--- src/rtl/seq_det_pkg.sv ---
// Shared limits, helpers and default pattern for the N-symbol sequence detector.
// Optional match counter is enabled by defining SEQ_DET_COUNT_EN.
package seq_det_pkg;

  localparam int SYM_W_MIN = 1;
  localparam int SYM_W_MAX = 8;
  localparam int LEN_MIN   = 2;
  localparam int LEN_MAX   = 8;

  localparam int DEF_SYM_W = 2;
  localparam int DEF_LEN   = 3;

  localparam logic [DEF_LEN*DEF_SYM_W-1:0] PAT_DEFAULT =
    {2'd1, 2'd2, 2'd3};

  function automatic int clog2(input int v);
    int r;
    r = 0;
    while ((1 << r) < v) r++;
    return r;
  endfunction

endpackage

--- src/rtl/seq_hist_shift.sv ---
// Symbol history shift register with a saturating fill count.
// Newest symbol sits in the least-significant field.
module seq_hist_shift
  import seq_det_pkg::*;
#(
  parameter int  SYM_W = 2,
  parameter int  LEN   = 3,
  localparam int FW    = clog2(LEN + 1),
  localparam int HW    = LEN * SYM_W
) (
  input  logic             clk,
  input  logic             reset,
  input  logic             shift,
  input  logic             flush,
  input  logic [SYM_W-1:0] din,
  output logic [HW-1:0]    hist,
  output logic [FW-1:0]    fill,
  output logic [HW-1:0]    hist_nx,
  output logic [FW-1:0]    fill_nx
);

  localparam logic [FW-1:0] FULL = FW'(LEN);

  logic [HW-1:0] hist_q, hist_d;
  logic [FW-1:0] fill_q, fill_d;

  // Post-shift view, used by the parent to detect a match on this edge
  assign hist_nx = {hist_q[HW-SYM_W-1:0], din};
  assign fill_nx = (fill_q == FULL) ? FULL : fill_q + 1'b1;

  always_comb begin
    hist_d = hist_q;
    fill_d = fill_q;
    if (shift) begin
      hist_d = hist_nx;
      fill_d = fill_nx;
    end
    if (flush) fill_d = '0;
  end

  always_ff @(posedge clk or posedge reset) begin
    if (reset) begin
      hist_q <= '0;
      fill_q <= '0;
    end else begin
      hist_q <= hist_d;
      fill_q <= fill_d;
    end
  end

  assign hist = hist_q;
  assign fill = fill_q;

endmodule

--- src/rtl/seq_detector_n.sv ---
// Programmable N-symbol sequence detector with sticky/pulse and overlap modes.
// Define SEQ_DET_COUNT_EN to add the saturating match_cnt port and counter.
module seq_detector_n
  import seq_det_pkg::*;
#(
  parameter int                   SYM_W   = 2,
  parameter int                   LEN     = 3,
  parameter logic [LEN*SYM_W-1:0] PAT_RST = PAT_DEFAULT,
  parameter bit                   STICKY  = 1'b1,
  parameter bit                   OVERLAP = 1'b1,
  parameter int                   CNT_W   = 8,
  localparam int                  PW      = clog2(LEN + 1),
  localparam int                  HW      = LEN * SYM_W
) (
  input  logic             clk,
  input  logic             reset,
  input  logic [SYM_W-1:0] num,
  input  logic             in_valid,
  input  logic             clear,
  input  logic             cfg_we,
  input  logic [HW-1:0]    cfg_pattern,
  output logic             ans,
  output logic [PW-1:0]    progress
`ifdef SEQ_DET_COUNT_EN
  ,
  output logic [CNT_W-1:0] match_cnt
`endif
);

  localparam logic [PW-1:0] FULL = PW'(LEN);

  logic [HW-1:0] pat_q, pat_d;
  logic          ans_q, ans_d;
  logic [HW-1:0] hist, hist_nx;
  logic [PW-1:0] fill, fill_nx;
  logic          shift, flush, match, restart;
  logic [PW-1:0] prog;
  logic          ok;

  // cfg_we and clear both swallow any symbol presented with them
  assign shift   = in_valid & ~cfg_we & ~clear;
  assign match   = shift & (fill_nx == FULL) & (hist_nx == pat_q);
  assign restart = OVERLAP ? 1'b0 : match;
  assign flush   = cfg_we | clear | restart;

  seq_hist_shift #(
    .SYM_W(SYM_W),
    .LEN  (LEN)
  ) u_hist (
    .clk    (clk),
    .reset  (reset),
    .shift  (shift),
    .flush  (flush),
    .din    (num),
    .hist   (hist),
    .fill   (fill),
    .hist_nx(hist_nx),
    .fill_nx(fill_nx)
  );

  always_comb begin
    pat_d = cfg_we ? cfg_pattern : pat_q;
    if (cfg_we | clear) ans_d = 1'b0;
    else if (STICKY)    ans_d = ans_q | match;
    else                ans_d = match;
  end

  always_ff @(posedge clk or posedge reset) begin
    if (reset) begin
      pat_q <= PAT_RST;
      ans_q <= 1'b0;
    end else begin
      pat_q <= pat_d;
      ans_q <= ans_d;
    end
  end

  // Longest pattern prefix equal to the newest k accepted symbols
  always_comb begin
    prog = '0;
    ok   = 1'b0;
    for (int k = 1; k <= LEN; k++) begin
      ok = (int'(fill) >= k);
      for (int j = 0; j < k; j++) begin
        if (hist[(k-1-j)*SYM_W +: SYM_W] !=
            pat_q[(LEN-1-j)*SYM_W +: SYM_W])
          ok = 1'b0;
      end
      if (ok) prog = PW'(k);
    end
  end

  assign ans      = ans_q;
  assign progress = prog;

`ifdef SEQ_DET_COUNT_EN
  localparam logic [CNT_W-1:0] CNT_MAX = {CNT_W{1'b1}};

  logic [CNT_W-1:0] cnt_q, cnt_d;

  always_comb begin
    cnt_d = cnt_q;
    if (cfg_we | clear)                cnt_d = '0;
    else if (match && cnt_q != CNT_MAX) cnt_d = cnt_q + 1'b1;
  end

  always_ff @(posedge clk or posedge reset) begin
    if (reset) cnt_q <= '0;
    else       cnt_q <= cnt_d;
  end

  assign match_cnt = cnt_q;
`endif

endmodule
--- config.mk ---
export PLATFORM = sky130hd
export DESIGN_NAME = seq_detector_n
export DESIGN_NICKNAME = d
export VERILOG_FILES = /design/src/rtl/seq_det_pkg.sv /design/src/rtl/seq_hist_shift.sv /design/src/rtl/seq_detector_n.sv
export SDC_FILE = /design/constraint.sdc
export NUM_CORES = 1
export LEC_CHECK = 0
export ABC_AREA = 1
export BUFFER_PORTS_ARGS = -buffer_cell sky130_fd_sc_hd__buf_2
export CORE_UTILIZATION = 52
export CTS_CLUSTER_DIAMETER = 100
export DETAILED_ROUTE_END_ITERATION = 12
export HOLD_SLACK_MARGIN = 0.03
export PLACE_DENSITY_LB_ADDON = 0.05
export SLEW_MARGIN = 10
export SYNTH_ARGS = -nofsm -noshare
export SYNTH_HDL_FRONTEND = slang
export SYNTH_SLANG_ARGS = --single-unit
--- constraint.sdc ---
create_clock -name clk -period 1.61 [get_ports clk]
set_clock_uncertainty 0.05 [all_clocks]
set_input_delay 0.0805 -clock clk [delete_from_list [all_inputs] [get_ports clk]]
set_output_delay 0.0805 -clock clk [all_outputs]
set_load 0.02 [all_outputs]
# Yosys cells after proc, flatten, opt, wreduce, memory -nomap -nowiden
# Index checks and enable logic that the tools add are counted.
# op_classes
addsub	1
magnitude_cmp	3
eq_ne	9
muxes	13
n_bitwise	8
reduce_logical	1
# ops
cell	count
2-bit != test	6
2-bit 2-to-1 mux	5
1-bit 2-to-1 mux	8
6-bit equality test	1
1-bit AND	4
2-bit equality test (second input constant)	2
2-bit >= comparator (second input constant)	2
2-bit by 1-bit adder with 2-bit output (second input constant)	1
2-bit by 1-bit >= comparator with 1-bit output (second input constant)	1
1-bit NOT	2
1-bit OR	2
2-bit nonzero test	1
# totals
reg_bits	15
input_bits	13
output_inout_bits	3
elab_cells	39

# Depth between registers and ports, before layout
# depth
depth_word	7
depth_mapped	8
mapped_depth_nobuf	8

# By module
# Synthesis repeated with hierarchy kept, for this count alone.
# hier_totals
hier_cells	144
hier_area_um2	992.2
# by_module_without_submodules
module	n_inst	cells_each	area_each_um2	seq_area_each_um2
seq_detector_n	1	101	615.6	180.2
seq_hist_shift	1	43	376.6	200.2

# Least setup slack after synthesis
# No wires, ideal clock.
# synth_path
path_type	register -> output
startpoint	register pat_q[3]
endpoint	output port progress[0]
arrival_time_ns	1.088
t_required_ns	1.479
setup_slack_ns	0.392
path_stages_with_launch	8
path_buffers	0
cell_sequence	dfstp_2 > inv_1 > a21oi_2 > nand3_1 > nor2_2 > inv_1 > nand3_1 > nand2_1
# synth_between
elab_chain_len	4
elab_cells_between_ends	7
cone_classes	2 x eq/ne; 5 x mux
# synth_rtl
item	line	text
start, declared	seq_detector_n.sv:32	logic [HW-1:0] pat_q, pat_d;
start signal, assigned	seq_detector_n.sv:73	pat_q <= pat_d;
2-bit != test	seq_detector_n.sv:85	if (hist[(k-1-j)*SYM_W +: SYM_W] !=
1-bit 2-to-1 mux	seq_detector_n.sv:85	
2-bit 2-to-1 mux or 1-bit 2-to-1 mux (tied branches)	seq_detector_n.sv:89, seq_detector_n.sv:85	
2-bit 2-to-1 mux *	seq_detector_n.sv:89	if (ok) prog = PW'(k);
end, declared	seq_detector_n.sv:23	output logic [PW-1:0] progress
# Every way passes the cells marked *; elsewhere a longest branch is shown, timed or not.

# Worst setup path after layout
# layout_path
startpoint	register pat_q[4]
endpoint	output port progress[1]
# layout_between
elab_chain_len	5
elab_cells_between_ends	9
cone_classes	2 x eq/ne; 7 x mux
# layout_rtl
item	line
2-bit != test	seq_detector_n.sv:85
1-bit 2-to-1 mux (2 in series)	seq_detector_n.sv:85
2-bit 2-to-1 mux or 1-bit 2-to-1 mux (tied branches)	seq_detector_n.sv:89, seq_detector_n.sv:85
2-bit 2-to-1 mux *	seq_detector_n.sv:89
# Marks and branches as above.

==> impl_results.md <==
- Status: finished with violations
- Failing checks: setup timing
- Area grow syn2layout: 31.4%
- Slew Limit Fails: 0
- DR DRC count: 0
- Main synth FF type: dfrtp_1
- Met2 usage: 36.7%
- First drt pass iteration count: 4
- Dominant cell type by area after synthesis: dfrtp_1
- Clk slew on worst S/H paths: 0.08 ns
- Site row count: 13
- Static Leak: 0.520 nW
- Core area: 1370 µm²
- Layout Nets: 147
- Largest family of logic cells by synthesized area: simple AND/OR/NAND/NOR gates
- Clock Tree Buf Depth: 2
- Worst path max stage delay: 0.57 ns
- Die height: 41.2 µm
- DP HPWL: 1120 µm
- Maximum operating frequency: 613 MHz
- PD cells: 860 nW/µm²
- GP Congestion: 0.867
- CTS Buf Count: 3
- Compound-gate portion of the synthesized area: 15.6%
- CTS tree: done
- Final worst slack: -0.0209 ns
- Per-cell routed wire length: 11.5 µm
- Layout Cells excl Fill: 148
- Crit-path max FO: 4
- Clock root buffer: clkbuf_4
- Top cell type's share of synthesized area: 34.4%
- Simple-gate share of the synthesized area: 22.7%
- Area post-placement: 878 µm²
- Post-Synth Adder-Cell Area: 0%
- Top cells by area, synth: dfrtp_1 34%, dfstp_2 13%, nand2_1 13%
- Asr flop ratio synth: 100%
- Die area: 1700 µm²
- Worst R2R Start: pat_q[3]
- Synthesized flop and latch total: 15
- Final Cell Area: 1050 µm²
- Most frequent cell after synthesis: nand2_1
- Layout cells sized above 1: 31.6%
- Final Hold Viols: 0
- Worst path required time: 1.48 ns
- WP data arrival: 1.50 ns
- Total gr overflow: 0
- Most Crowded Layer GR: met2
- RSZ-0062 raised after global routing: true
- Final setup viols: 2
- Initial Utilization: 58.6%
- VDD IR max: 0.724 mV
- Tcrit/Tclk final: 101%
- Worst Hold Class: input pin to flop
- Max-cap viol count: 0
- Top cells by count, synth: 28 x nand2_1, 11 x dfrtp_1, 11 x inv_1, 7 x nor2_1, 7 x o21ai_0
- Most frequent CP cell: nand2_1
- Max_slew headroom: 62.2%
- WS Path Type: flop to primary output
- Largest net degree at the start of global routing: 16
- Grt met3 use: 4.89%
- Min Clock Period, post-route: 1.63 ns
- Final WL: 1700 µm
- I/O Buffers: 15
- Top Ports: 16
- Synthesized instance count: 102
- First-pass GRT wire length: 2530 µm
- XOR/XNOR share of the synthesized area: 3.28%
- Net Count, Synth: 115
- Detailed Route Iter0 Violations: 30
- CTS sink count: 15
- Placed cells: 130
- Post-synthesis mux area share: 1.41%
- Via density per instance: 5.16
- # fillers: 102
- H-tree depth: 1
- Worst-margin pin slew: 0.567 ns
- Antenna viol nets, final: 0
- Vias: 764
- Number of synthesized flops with an enable pin: 0
- Vias in the first global route: 622
- Hold Startpoint: num[0]
- Register area share after synthesis: 47.5%
- Chip width: 41.2 µm
- Met1 Track Usage GR: 31.9%
- CP Capture Type: primary output
- Worst path slowest cell: dfstp_2
- Clk Latency, worst-skew pair: 0.28 ns
- Worst setup startpoint: pat_q[4]
- Synthesized area: 801 µm²
- Avg Cell Area, Syn: 7.85 µm²
- Worst-path cell chain: inv_4 -> nand2_2 -> o211ai_1 -> nor3_1 -> nand2_1 -> nand2_1 -> buf_6
- Yosys cell types: 22
- Antenna diode count: 0
- Startpoint Class: flop
- Initial antenna violation count: 0
- Syn. warnings: 0
- Tot Pwr: 0.905 mW
- GRT Resource Usage Total: 24.0%
-- layout make-up --
cell class / instances / area, µm² / area share [%]
Inverter: 16 / 62.6 / 5.95
Sequential cell: 15 / 380 / 36.1
Timing Repair Buffer: 29 / 215 / 20.5
Multi-Input combinational cell: 69 / 349 / 33.2
Tap cell: 15 / 18.8 / 1.78
Clock buffer: 4 / 26.3 / 2.50
-- worst paths after layout --
kind | slack, ns | depth (start not counted) | endpoint
worst max register to register | 0.13 | 8 | ans
worst min register to register | 0.47 | 2 | ans
min in group asynchronous | 0.34 | 3 | pat_q[5]
worst max-delay path | -0.02 | 7 | progress[1]
worst min-delay path | 0.03 | 3 | u_hist.hist[0]
max in group asynchronous | 0.79 | 3 | pat_q[3]
-- layout by cell type, fill, tap and decap left out, drive strengths merged --
| cell | n |
|---|---|
| nand3 | 2 |
| a21oi | 6 |
| buf | 20 |
| nand4 | 1 |
| xnor2 | 3 |
| inv | 16 |
| dlygate4sd3 | 9 |
| o21ai | 12 |
| nand2 | 29 |
| o22ai | 2 |
| dfrtp | 11 |
| nor2 | 9 |
| dfstp | 4 |
| mux2 | 1 |
| nor3 | 2 |
| clkbuf | 4 |
| o211ai | 2 |
-- critical path: cells and delay by family, from the launching register on --
kind | cells | cell delay, ns
flip-flops | 1 | 0.57
AND/OR/NAND/NOR | 4 | 0.41
buffers and inverters | 2 | 0.16
AO/OA/AOI/OAI | 1 | 0.07
-- report_power, final --
part	switching (mW)	total, mW	internal [mW]
Clock	0.117	0.213	0.0963
Sequential	0.0516	0.481	0.430
Combinational	0.112	0.211	0.0992
-- logic make-up (layout without fill, tap and decap cells) --
family / count (synthesis) / count (layout)
mux: 1 / 1
xor+xnor: 3 / 3
flops: 15 / 15
buf+inv: 18 / 49
compound gates: 22 / 22
simple gates: 43 / 43
-- per-layer routing --
metal / part of all wire, % / wire, µm
met1: 46 / 775
met2: 47 / 806
met3: 5.2 / 88
met4: 1.9 / 33
met5: 0 / 0
-- sequential cells by signal, summed over array words and instances, names as in the netlist --
signal       count
u_hist.fill      2
pat_q            6
ans              1
u_hist.hist      6
-- timing repair --
action | CTS | global route
pin swaps | 2 | 7
gates resized for setup | 4 | 5
endpoints found under the setup margin | 2 | 3
setup buffers | 4 | 2
gates cloned | 0 | 0
hold buffers | 9 | 0
endpoints found under the hold margin | 21 | 0
-- stage by stage --
stage / utilization, % / worst slack, ns / TNS, ns / hold slack, ns
2_1_floorplan: - / 0.392 / 0 / -0.0709
3_3_place_gp: 64.3 / 0.273 / 0 / 0.106
3_5_place_dp: 64.3 / 0.260 / 0 / 0.110
4_1_cts: 75.5 / -0.0284 / -0.0284 / 0.0334
5_1_grt: 77.0 / -0.123 / -0.243 / 0.0520
6_report: 77.0 / -0.0209 / -0.0338 / 0.0326
(Power assumes the default switching activity.)
